### config.mk
export PLATFORM = sky130hd
export DESIGN_NAME = seq_onehot_decoder_flat
export DESIGN_NICKNAME = d
export VERILOG_FILES = /design/src/rtl/seq_onehot_decoder_pkg.sv /design/src/rtl/seq_onehot_decoder_if.sv /design/src/rtl/seq_onehot_decoder_dec_onehot.sv /design/src/rtl/seq_onehot_decoder.sv /design/src/flat_wrapper.sv
export SDC_FILE = /design/constraint.sdc
export NUM_CORES = 1
export LEC_CHECK = 0
export ABC_AREA = 1
export BUFFER_PORTS_ARGS = -buffer_cell sky130_fd_sc_hd__buf_2
export CAP_MARGIN = 20
export CORE_MARGIN = 2
export CORE_UTILIZATION = 30
export DETAILED_ROUTE_END_ITERATION = 8
export PLACE_DENSITY = 0.5
export SYNTH_ARGS = -nofsm -noshare
export SYNTH_HDL_FRONTEND = slang
export SYNTH_HIERARCHICAL = 1
export SYNTH_SLANG_ARGS = --single-unit
### constraint.sdc
create_clock -name clk -period 1.05 [get_ports clk]
set_clock_uncertainty 0.1 [all_clocks]
set_input_delay 0.21 -clock clk [delete_from_list [all_inputs] [get_ports clk]]
set_output_delay 0.21 -clock clk [all_outputs]
set_load 0.005 [all_outputs]
### src/rtl/seq_onehot_decoder_pkg.sv
`default_nettype none
// +----------------------------------------------------------------------------+
// | Module   : seq_dec_pkg                                                     |
// | Brief    : Mode encoding and one-hot helper for the sequential decoder.    |
// | Revision : 1.0                                                             |
// +----------------------------------------------------------------------------+
package seq_dec_pkg;

   localparam int c_MAX_SEL_WIDTH = 8;
   localparam int c_MAX_OUT_WIDTH = 1 << c_MAX_SEL_WIDTH;

   typedef enum logic [1:0] {
      MODE_LEVEL = 2'b00,
      MODE_PULSE = 2'b01,
      MODE_SCAN  = 2'b10,
      MODE_RSVD  = 2'b11
   } mode_e;

   // Decodes at the widest supported select; callers keep the low OUT_WIDTH bits.
   function automatic logic [c_MAX_OUT_WIDTH-1:0] onehot_f(input logic [c_MAX_SEL_WIDTH-1:0] sel);
      logic [c_MAX_OUT_WIDTH-1:0] v;
      v      = '0;
      v[sel] = 1'b1;
      return v;
   endfunction

endpackage
`default_nettype wire

### src/rtl/seq_onehot_decoder_if.sv
`default_nettype none
// +----------------------------------------------------------------------------+
// | Module   : seq_dec_if                                                      |
// | Brief    : Select/enable/mode request bundle and decoded result bundle.    |
// | Revision : 1.0                                                             |
// +----------------------------------------------------------------------------+
interface seq_dec_if
   import seq_dec_pkg::*;
#(
   parameter int SEL_WIDTH = 2
) ();

   localparam int OUT_WIDTH = 1 << SEL_WIDTH;

   logic [SEL_WIDTH-1:0] sel;
   logic                 en;
   mode_e                mode;
   logic [OUT_WIDTH-1:0] dec_out;
   logic [SEL_WIDTH-1:0] idx;
   logic                 active;
   logic                 mode_err;

   modport master (
      output sel, en, mode,
      input  dec_out, idx, active, mode_err
   );

   modport slave (
      input  sel, en, mode,
      output dec_out, idx, active, mode_err
   );

endinterface
`default_nettype wire

### src/rtl/seq_onehot_decoder_dec_onehot.sv
`default_nettype none
// +----------------------------------------------------------------------------+
// | Module   : dec_onehot                                                      |
// | Brief    : Combinational SEL_WIDTH-to-2^SEL_WIDTH one-hot decoder w/ enable|
// | Revision : 1.0                                                             |
// +----------------------------------------------------------------------------+
module dec_onehot
   import seq_dec_pkg::*;
#(
   parameter int SEL_WIDTH = 2
) (
   input  logic [SEL_WIDTH-1:0]         i_sel,
   input  logic                         i_en,
   output logic [(1 << SEL_WIDTH)-1:0]  o_dec
);

   localparam int OUT_WIDTH = 1 << SEL_WIDTH;

   logic [c_MAX_SEL_WIDTH-1:0] w_sel_ext;
   logic [c_MAX_OUT_WIDTH-1:0] w_full;

   assign w_sel_ext = c_MAX_SEL_WIDTH'(i_sel);
   assign w_full    = onehot_f(w_sel_ext);
   assign o_dec     = i_en ? w_full[OUT_WIDTH-1:0] : '0;

   // Bits above OUT_WIDTH are always zero for an in-range select.
   generate
      if (OUT_WIDTH < c_MAX_OUT_WIDTH) begin : g_hi_bits
         logic w_unused_hi;
         assign w_unused_hi = |w_full[c_MAX_OUT_WIDTH-1:OUT_WIDTH];
      end
   endgenerate

endmodule
`default_nettype wire

### src/rtl/seq_onehot_decoder.sv
`default_nettype none
// +----------------------------------------------------------------------------+
// | Module   : seq_onehot_decoder                                              |
// | Brief    : Registered one-hot decoder with LEVEL, PULSE and SCAN modes.    |
// | Revision : 1.0                                                             |
// +----------------------------------------------------------------------------+
module seq_onehot_decoder
   import seq_dec_pkg::*;
#(
   parameter int SEL_WIDTH  = 2,
   parameter int SCAN_DWELL = 4
) (
   input  logic     clk,
   input  logic     rst_n,
   seq_dec_if.slave bus
);

   localparam int OUT_WIDTH = 1 << SEL_WIDTH;
   localparam int c_DWELL_W = (SCAN_DWELL > 1) ? $clog2(SCAN_DWELL) : 1;
   localparam logic [c_DWELL_W-1:0] c_DWELL_LAST = c_DWELL_W'(SCAN_DWELL - 1);

   logic                 r_en_q;
   logic [SEL_WIDTH-1:0] r_scan_idx;
   logic [c_DWELL_W-1:0] r_dwell;
   logic [OUT_WIDTH-1:0] r_dec_out;
   logic [SEL_WIDTH-1:0] r_idx;
   logic                 r_active;
   logic                 r_mode_err;

   logic [SEL_WIDTH-1:0] w_dec_sel;
   logic                 w_dec_en;
   logic [OUT_WIDTH-1:0] w_dec;
   logic                 w_scan_run;

   // One decoder serves every mode; only its select and enable are muxed.
   always_comb begin
      w_dec_sel = bus.sel;
      w_dec_en  = 1'b0;
      case (bus.mode)
         MODE_LEVEL: w_dec_en = bus.en;
         MODE_PULSE: w_dec_en = bus.en & ~r_en_q;
         MODE_SCAN: begin
            w_dec_sel = r_scan_idx;
            w_dec_en  = bus.en;
         end
         default:    w_dec_en = 1'b0;
      endcase
   end

   assign w_scan_run = (bus.mode == MODE_SCAN) && bus.en;

   dec_onehot #(
      .SEL_WIDTH (SEL_WIDTH)
   ) u_dec (
      .i_sel (w_dec_sel),
      .i_en  (w_dec_en),
      .o_dec (w_dec)
   );

   always_ff @(posedge clk or negedge rst_n) begin
      if (!rst_n) begin
         r_en_q     <= 1'b0;
         r_scan_idx <= '0;
         r_dwell    <= '0;
         r_dec_out  <= '0;
         r_idx      <= '0;
         r_active   <= 1'b0;
         r_mode_err <= 1'b0;
      end else begin
         r_en_q     <= bus.en;
         r_dec_out  <= w_dec;
         r_idx      <= w_dec_en ? w_dec_sel : '0;
         r_active   <= w_dec_en;
         r_mode_err <= (bus.mode == MODE_RSVD);
         // Counters only advance while sweeping, so any other cycle restarts the sweep at 0.
         if (w_scan_run) begin
            if (r_dwell == c_DWELL_LAST) begin
               r_dwell    <= '0;
               r_scan_idx <= r_scan_idx + 1'b1;
            end else begin
               r_dwell    <= r_dwell + 1'b1;
            end
         end else begin
            r_dwell    <= '0;
            r_scan_idx <= '0;
         end
      end
   end

   assign bus.dec_out  = r_dec_out;
   assign bus.idx      = r_idx;
   assign bus.active   = r_active;
   assign bus.mode_err = r_mode_err;

endmodule
`default_nettype wire
### src/flat_wrapper.sv
// flat-port wrapper written by rule: the top's interface ports become plain ports
module seq_onehot_decoder_flat import seq_dec_pkg::*;
#(
   parameter int SEL_WIDTH  = 2,
   parameter int SCAN_DWELL = 4
)
  (clk, rst_n, bus_sel, bus_en, bus_mode, bus_dec_out, bus_idx, bus_active, bus_mode_err);
  seq_dec_if #(.SEL_WIDTH(SEL_WIDTH)) bus_i ();
  input  logic clk;
  input  logic rst_n;
  input wire logic [$bits(bus_i.sel)-1:0] bus_sel;
  input wire logic [$bits(bus_i.en)-1:0] bus_en;
  input wire logic [$bits(bus_i.mode)-1:0] bus_mode;
  output wire logic [$bits(bus_i.dec_out)-1:0] bus_dec_out;
  output wire logic [$bits(bus_i.idx)-1:0] bus_idx;
  output wire logic [$bits(bus_i.active)-1:0] bus_active;
  output wire logic [$bits(bus_i.mode_err)-1:0] bus_mode_err;
  assign bus_i.sel = bus_sel;
  assign bus_i.en = bus_en;
  assign bus_i.mode = bus_mode;
  assign bus_dec_out = bus_i.dec_out;
  assign bus_idx = bus_i.idx;
  assign bus_active = bus_i.active;
  assign bus_mode_err = bus_i.mode_err;
  seq_onehot_decoder #(.SEL_WIDTH(SEL_WIDTH), .SCAN_DWELL(SCAN_DWELL)) u_core (.clk(clk), .rst_n(rst_n), .bus(bus_i));
endmodule
; Word level (Yosys, flattened, before mapping)
; Index checks and enable logic that the tools add are counted.
[totals]
word_cells = 32
output_inout_bits = 8
inputBits = 7
regBits = 13
[classes]
n_bitwise = 2
magnitude_cmp = 2
mux = 10
eq_ne = 5
add_sub_neg = 2
n_reduce_logical = 4
[op_table]
columns = cell, count
row1 = $mux 2, 6
row2 = $lt 2x9->1 const B, 1
row3 = $eq 2x2->1 const B, 3
row4 = $add 2x1->2 const B, 2
row5 = $mux 4, 1
row6 = $demux 1 s2, 1
row7 = $eq 2x1->1 const B, 1
row8 = $ge 2x1->1 const B, 1
row9 = $logic_and 1x1->1, 2
row10 = $logic_not 2->1, 1
row11 = $ne 2x2->1 const B, 1
row12 = $pmux 1 s2, 1
row13 = $reduce_or 2->1, 1
row14 = $and 1x1->1, 1
row15 = $mux 1, 1
row16 = $not 1->1, 1

; Longest topological paths before layout
; Gate-level depths: netlist of run 1.
[logic_depth]
ltp_word = 7
ltp_mapped = 8
ltp_nobuf = 8

; Hierarchy
; The synthesis of run 1 kept the hierarchy.
[modules_own_cells]
columns = mod, instances, cells_per_inst, area_each_um2, seq_area_each_um2
row1 = seq_onehot_decoder, 1, 47, 475.5, 325.3
row2 = dec_onehot, 1, 8, 30.0, 0.0

; Worst setup path before layout of run 1
; No wires, ideal clock.
[synth_path]
path_kind = reg-to-reg
from = reg u_core.r_dwell[0]
to = reg u_core.r_scan_idx[0]
setup_slack_ns = 0.035
setup_time_ns = 0.086
t_required_ns = 0.864
arrival_time_ns = 0.829
stages_incl_launch_ff = 5
period_less_slack_ns = 1.015
n_path_buf = 0
cell_sequence = dfrtp_1 > ha_1 > nand2_1 > inv_1 > nor3_1
[synth_between]
elab_chain_cells = 2
[synth_rtl]
columns = element, line_no
row1 = from (decl), seq_onehot_decoder.sv:24  ; logic [c_DWELL_W-1:0] r_dwell;
row2 = from (signal assigned), seq_onehot_decoder.sv:81  ; r_dwell <= r_dwell + 1'b1;
row3 = $eq 2x2->1, seq_onehot_decoder.sv:77  ; if (r_dwell == c_DWELL_LAST) begin
row4 = $ne 2x2->1 (no source line), --
row5 = to (signal assigned), seq_onehot_decoder.sv:79  ; r_scan_idx <= r_scan_idx + 1'b1;
row6 = to (decl), seq_onehot_decoder.sv:23  ; logic [SEL_WIDTH-1:0] r_scan_idx;
; Every way passes these cells.
; A chain may end at the register's enable or synchronous reset.

; Worst setup path in the final report of run 1
[layout_path]
from = reg u_core.r_idx[1] (netlist: u_core/bus.idx[1])
to = out bus_idx[1]
[layout_lines]
columns = element, line_no
row1 = from (decl), seq_onehot_decoder.sv:26  ; logic [SEL_WIDTH-1:0] r_idx;
row2 = from (signal assigned), seq_onehot_decoder.sv:72  ; r_idx <= w_dec_en ? w_dec_sel : '0;
row3 = to (decl), flat_wrapper.sv:15  ; output wire logic [$bits(bus_i.idx)-1:0] bus_idx;
; No word-level cell between the ends.

==> results.py, run 1 <==
metrics = {
    "routing": {
        "met2_wirelength_um": 379,
        "finalWirelength_um": 921,
        "routedWlPerCell_um": 9.69,
        "drcViolationCount": 0,
        "m1WireLength_um": 462,
        "topRoutingLayerUsed": "met4",
        "first_pass_iters": 2,
        "detailroute.wirelength.met3_um": 69,
        "drt_iter0_drc": 5,
        "detailed_route_via_count": 402,
        "via_per_inst": 4.23,
        "drt.antenna.violating_nets": 0,
    },
    "floorplan": {
        "fp.dieArea_um2": 2030,
        "die_w_um": 45.1,
        "floorplan.io_pins": 15,
        "fp.dieH_um": 45.1,
        "floorplan.initialDensity": 0.328,
        "coreArea_um2": 1540,
        "placement_rows": 14,
    },
    "sta": {
        "setup_viol_count_final": 8,
        "final.hold.worst_slack_ns": 0.0806,
        "rsz0062_at_grt": "yes",
        "slew_violations": 0,
        "slew_headroom": 0.807,
        "timing_worst_slew_pin_value_ns": 0.290,
        "min_period_ns": 1.07,
        "achievable_clock_frequency_mhz": 936,
        "timing.final.crit_share": 1.02,
        "fin_setup_tns_ns": -0.0588,
        "final.setup.worst_slack_ns": -0.0181,
        "final_hold_viol_count": 0,
    },
    "synth": {
        "synth_cell_types": 8,
        "post-synth-top-area-cell": "sky130_fd_sc_hd__dfrtp_1",
        "seq_area_frac_synth": 0.644,
        "netlist_area_um2": 505,
        "ys_seq_elements": 13,
        "synth_top_cells_by_area": "sky130_fd_sc_hd__dfrtp_1 (64%), sky130_fd_sc_hd__inv_1 (9.7%), sky130_fd_sc_hd__nand2_1 (8.9%)",
        "synth_largest_type_area_fraction": 0.644,
        "syn_nets": 63,
        "synth_area_per_cell_um2": 9.19,
        "synth_warnings": 6,
        "syn-instance-count": 55,
    },
    "status": {
        "outcome": "complete, but fails checks",
        "failing_checks": "negative setup slack",
    },
    "pwr": {
        "power_per_cell_area_nw_per_um2": 1350,
        "power.static_leakage_nw": 0.412,
        "totalPowerFinal_uw": 930,
        "ir_worst_vdd_mv": 0.828,
    },
    "worst_setup_path": {
        "cp.arrival_ns": 0.76,
        "buffer_and_inverter_count_on_the_worst_path": 1,
        "setup.worst_path.start": "u_core/bus.idx[1]",
        "cp_slowest_cell": "sky130_fd_sc_hd__dfrtp_1",
        "rr_startpoint": "u_core/r_scan_idx[1]",
        "worstPathRequired_ns": 0.74,
        "timing.critical_path.to_type": "output port",
        "worst_setup_path_start_kind": "register",
        "timing.critical_path.slowest_cell_delay_ns": 0.37,
        "cells_along_the_critical_path": "buf_2",
        "crit_path_max_fanout": 1,
        "path_class": "reg2out",
        "crit_family": "flip-flops",
    },
    "finish": {
        "mostFrequentLayoutCells": "sky130_fd_sc_hd__buf_2 (14), sky130_fd_sc_hd__inv_1 (13), sky130_fd_sc_hd__dfrtp_1 (13)",
        "share_of_post_route_cells_with_drive_strength_above_1": 0.304,
        "final_common_cell": "sky130_fd_sc_hd__buf_2",
        "layout.nets": 88,
        "antennaDiodeCount": 0,
        "area_delta_synth_final_pct": 36.4,
    },
    "placed_design": {
        "gp_congestion": 0.634,
        "place.detailed.hpwl_um": 642,
        "port_buffers": 14,
    },
    "clocking": {
        "cts_buffers": 3,
        "htreeDepth": 1,
        "tritoncts_num_sinks": 13,
        "clk_root_buf": "sky130_fd_sc_hd__clkbuf_4",
        "clockBufferDepth": 2,
        "clk_latency_ns": 0.27,
        "clk_pin_slew_ns": 0.08,
        "tritoncts": "built",
    },
    "grt": {
        "grt_pass1_vias": 348,
        "grt_overflow": 0,
        "grt_antenna_before_repair": 0,
        "grt_pass1_wl_um": 1400,
        "grt_start_max_net_pins": 14,
        "grt_use_total": 0.101,
    },
    "min_path": {
        "timing.hold.worst.start": "bus_mode[0]",
        "hold_path_class": "in2reg",
    },
    "job": {
        "timing.max_cap.violations": 0,
    },
}
-- Yosys cell counts --
cell / n
sky130_fd_sc_hd__nor2_1: 9
sky130_fd_sc_hd__nor3_1: 2
sky130_fd_sc_hd__nand3_2: 1
sky130_fd_sc_hd__ha_1: 1
sky130_fd_sc_hd__inv_1: 13
sky130_fd_sc_hd__dfrtp_1: 13
sky130_fd_sc_hd__nand2_1: 12
sky130_fd_sc_hd__nand3_1: 4
-- metal layers --
layer / vias up / track usage
met3: 2 / 0.0480
met2: 12 / 0.131
met5: - / 0
li1: 211 / -
met1: 177 / 0.138
met4: 0 / 0.0529
-- cells by family (layout without fill, tap and decap cells) --
| logic type | after synthesis | after routing | synth area share |
|---|---|---|---|
| adder cells (fa/ha/maj) | 1 | 1 | 0.0247 |
| flip-flops | 13 | 13 | 0.644 |
| buffers and inverters | 13 | 37 | 0.0965 |
| AND/OR/NAND/NOR | 28 | 28 | 0.235 |
-- registers in the layout, indices dropped and copies added, names as in the netlist --
| signal | count |
|---|---|
| u_core/bus.dec_out | 4 |
| u_core/bus.idx | 2 |
| u_core/r_dwell | 2 |
| u_core/r_scan_idx | 2 |
| u_core/bus.active | 1 |
| u_core/bus.mode_err | 1 |
| u_core/r_en_q | 1 |
-- per-stage QoR --
| stage | instance area, µm² | worst slack (ns) | cells | utilization |
|---|---|---|---|---|
| 6_report | 689 | -0.0181 | 95 | 0.447 |
| 4_1_cts | 667 | -0.0318 | 94 | 0.433 |
| 5_1_grt | 689 | -0.0725 | 95 | 0.447 |
| 3_3_place_gp | 618 | -0.00708 | 88 | 0.401 |
| 3_5_place_dp | 618 | -0.0154 | 88 | 0.401 |
| 2_1_floorplan | 505 | 0.0353 | 55 | - |
-- final cells by class --
cell class	instances	area, µm²
clock buffer	4	26.3
multi-input combinational	29	149
tap	16	20.0
sequential	13	325
timing repair buffer	20	120
inverter	13	48.8
fill	172	852
-- final timing paths --
| kind | end | slack, ns | cells after the start |
|---|---|---|---|
| max in group asynchronous | u_core/bus.active | 0.38 | 2 |
| hold reg to reg | u_core/r_dwell[0] | 0.39 | 1 |
| setup reg to reg | u_core/bus.dec_out[1] | 0.01 | 7 |
| min in group asynchronous | u_core/r_dwell[0] | 0.25 | 2 |
| hold / removal | u_core/bus.mode_err | 0.08 | 3 |
| setup / recovery | bus_idx[1] | -0.02 | 1 |
-- power by group --
part | internal (mW) | switching (mW)
clock | 0.147 | 0.163
combinational | 0.0422 | 0.0543
sequential | 0.518 | 0.00509
total | 0.708 | 0.222
-- what timing repair did --
action | CTS | global route
hold buffers | 2 | 0
resized for setup | 1 | 2
pin swaps | 0 | 5
hold endpoints to repair | 14 | 0
setup buffers | 0 | 1
endpoints found under the setup margin | 10 | 12
gates cloned | 0 | 0
Note: power is estimated with default switching activity, not from simulation.
==> run 2: changes to the inputs <==
--- a/config.mk
+++ b/config.mk
@@ -8,10 +8,12 @@
 export ABC_AREA = 1
 export BUFFER_PORTS_ARGS = -buffer_cell sky130_fd_sc_hd__buf_2
 export CAP_MARGIN = 20
+export CELL_PAD_IN_SITES_DETAIL_PLACEMENT = 0
+export CELL_PAD_IN_SITES_GLOBAL_PLACEMENT = 1
 export CORE_MARGIN = 2
 export CORE_UTILIZATION = 30
 export DETAILED_ROUTE_END_ITERATION = 8
-export PLACE_DENSITY = 0.5
+export PLACE_DENSITY = 0.64
 export SYNTH_ARGS = -nofsm -noshare
 export SYNTH_HDL_FRONTEND = slang
 export SYNTH_HIERARCHICAL = 1
==> run 2 against run 1 <==
Compared with the run above: largest power group unchanged; worst hold slack gained 0.039 ns; global-route usage grew 0.94 points; routed wire length shrank 1.1%; critical path depth is the same; the flow still finishes with violations (negative setup slack); die area is the same; count of clock-buffer cells in the layout is the same; total power shrank 1.2%; final area grew 0.36%; critical path type unchanged.
==> results.py, run 2 (synthesis results as in run 1) <==
metrics = {
    "status": {
        "outcome": "complete, but fails checks",
        "failing_checks": "negative setup slack",
    },
    "pwr": {
        "power.static_leakage_nw": 0.402,
        "totalPowerFinal_uw": 919,
        "power_per_cell_area_nw_per_um2": 1330,
        "ir_worst_vdd_mv": 0.596,
    },
    "clocking": {
        "tritoncts_num_sinks": 13,
        "cts_buffers": 3,
        "clk_latency_ns": 0.26,
        "tritoncts": "built",
        "clk_pin_slew_ns": 0.07,
        "htreeDepth": 1,
        "clockBufferDepth": 2,
        "clk_root_buf": "sky130_fd_sc_hd__clkbuf_4",
    },
    "sta": {
        "timing_worst_slew_pin_value_ns": 0.282,
        "slew_violations": 0,
        "final_hold_viol_count": 0,
        "achievable_clock_frequency_mhz": 948,
        "slew_headroom": 0.812,
        "rsz0062_at_grt": "yes",
        "fin_setup_tns_ns": -0.00773,
        "final.hold.worst_slack_ns": 0.119,
        "final.setup.worst_slack_ns": -0.00506,
        "timing.final.crit_share": 1.00,
        "min_period_ns": 1.06,
        "setup_viol_count_final": 3,
    },
    "grt": {
        "grt_use_total": 0.110,
        "grt_start_max_net_pins": 14,
        "grt_pass1_vias": 356,
        "grt_antenna_before_repair": 0,
        "grt_overflow": 0,
        "grt_pass1_wl_um": 1460,
    },
    "min_path": {
        "hold_path_depth": 3,
        "timing.hold.worst.start": "bus_mode[0]",
        "min_delay_worst_endpoint": "u_core/bus.mode_err",
        "hold_path_class": "in2reg",
    },
    "finish": {
        "antennaDiodeCount": 0,
        "share_of_post_route_cells_with_drive_strength_above_1": 0.416,
        "final_common_cell": "sky130_fd_sc_hd__buf_2",
        "mostFrequentLayoutCells": "sky130_fd_sc_hd__buf_2 (14), sky130_fd_sc_hd__dfrtp_1 (13), sky130_fd_sc_hd__nand2_1 (10)",
        "largest_register_ffs": 4,
        "layout.nets": 86,
        "layout.cell_area.non_filler_um2": 692,
        "nFillCells": 161,
        "area_delta_synth_final_pct": 36.9,
    },
    "worst_setup_path": {
        "cells_along_the_critical_path": "buf_2",
        "buffer_and_inverter_count_on_the_worst_path": 1,
        "worst_setup_path_start_kind": "register",
        "timing.critical_path.slowest_cell_delay_ns": 0.36,
        "crit_family": "flip-flops",
        "worst_r2r_endpoint": "u_core/r_scan_idx[1]",
        "cp_slowest_cell": "sky130_fd_sc_hd__dfrtp_1",
        "path_class": "reg2out",
        "timing.critical_path.to_type": "output port",
        "critical_path_depth": 1,
        "reg2reg_depth": 5,
        "worstPathRequired_ns": 0.74,
        "crit_path_max_fanout": 1,
        "rr_startpoint": "u_core/r_dwell[0]",
        "cp.arrival_ns": 0.75,
        "reg2reg_slack_ns": 0.04,
    },
    "floorplan": {
        "coreArea_um2": 1540,
        "fp.dieH_um": 45.1,
        "floorplan.initialDensity": 0.328,
        "die_w_um": 45.1,
        "placement_rows": 14,
        "fp.dieArea_um2": 2030,
        "floorplan.io_pins": 15,
    },
    "placed_design": {
        "gp_congestion": 0.740,
        "place.detailed.hpwl_um": 678,
        "port_buffers": 14,
        "place_area_um2": 611,
    },
    "routing": {
        "drt_iter0_drc": 1,
        "drt.antenna.violating_nets": 0,
        "first_pass_iters": 2,
        "detailed_route_via_count": 391,
        "routedWlPerCell_um": 9.80,
        "via_per_inst": 4.20,
        "finalWirelength_um": 911,
        "drcViolationCount": 0,
    },
    "job": {
        "timing.max_cap.violations": 0,
    },
}
[run 2: changes by cell type in the layout (fill, tap and decap cells not counted)]
cell / previous run / this run
sky130_fd_sc_hd__inv_2: 0 / 5
sky130_fd_sc_hd__nand3_2: 1 / 3
sky130_fd_sc_hd__nor2_1: 9 / 8
sky130_fd_sc_hd__buf_4: 4 / 2
sky130_fd_sc_hd__nor2_2: 0 / 1
sky130_fd_sc_hd__nand2_2: 0 / 2
sky130_fd_sc_hd__nand2_1: 12 / 10
sky130_fd_sc_hd__inv_1: 13 / 8
sky130_fd_sc_hd__nand3_1: 4 / 2
[run 2: through the flow]
| stage | worst slack [ns] | utilization | std cells |
|---|---|---|---|
| after global placement | -0.00978 | 0.396 | 87 |
| after CTS | -0.0232 | 0.431 | 93 |
| after floorplan | 0.0353 | - | 55 |
| final | -0.00506 | 0.449 | 93 |
| after global routing | -0.0617 | 0.449 | 93 |
| after detailed placement | -0.0262 | 0.396 | 87 |
[run 2: timing repair]
action / in CTS / in global routing
pin swaps: 0 / 6
hold endpoints to repair: 14 / 0
setup endpoints to repair: 10 / 14
hold buffers: 2 / 0
resized for setup: 2 / 11
setup buffers: 0 / 0
[run 2: how the worst max path moves through the flow]
stage / to / start / slack, ns
after floorplan: u_core/r_scan_idx[0] / u_core/r_dwell[0] / 0.04
after global placement: u_core/r_scan_idx[0] / u_core/r_dwell[0] / -0.01
after detailed placement: u_core/r_scan_idx[0] / u_core/r_dwell[0] / -0.03
after CTS: bus_dec_out[2] / u_core/bus.dec_out[2] / -0.02
after global routing: bus_dec_out[2] / u_core/bus.dec_out[2] / -0.06
final: bus_dec_out[1] / u_core/bus.dec_out[1] / -0.005
[run 2: per-layer routing]
metal / global-route usage / share of wire / up-vias
met5: 0 / 0 / -
met4: 0.124 / 0.021 / 0
met3: 0.0440 / 0.060 / 2
met2: 0.151 / 0.43 / 9
met1: 0.121 / 0.49 / 175
li1: - / - / 205
[run 2: area by class of cell]
type / count / area, µm² / area share
flip-flops and latches: 13 / 325 / 0.470
inverters: 13 / 48.8 / 0.0705
multi-input cells: 29 / 166 / 0.241
well taps: 16 / 20.0 / 0.0289
clock buffers: 4 / 26.3 / 0.0380
repair buffers: 18 / 105 / 0.152
[run 2: where the power goes]
group,internal (mW),switching [mW]
logic,0.0426,0.0603
clock network,0.147,0.146
registers,0.518,0.00492
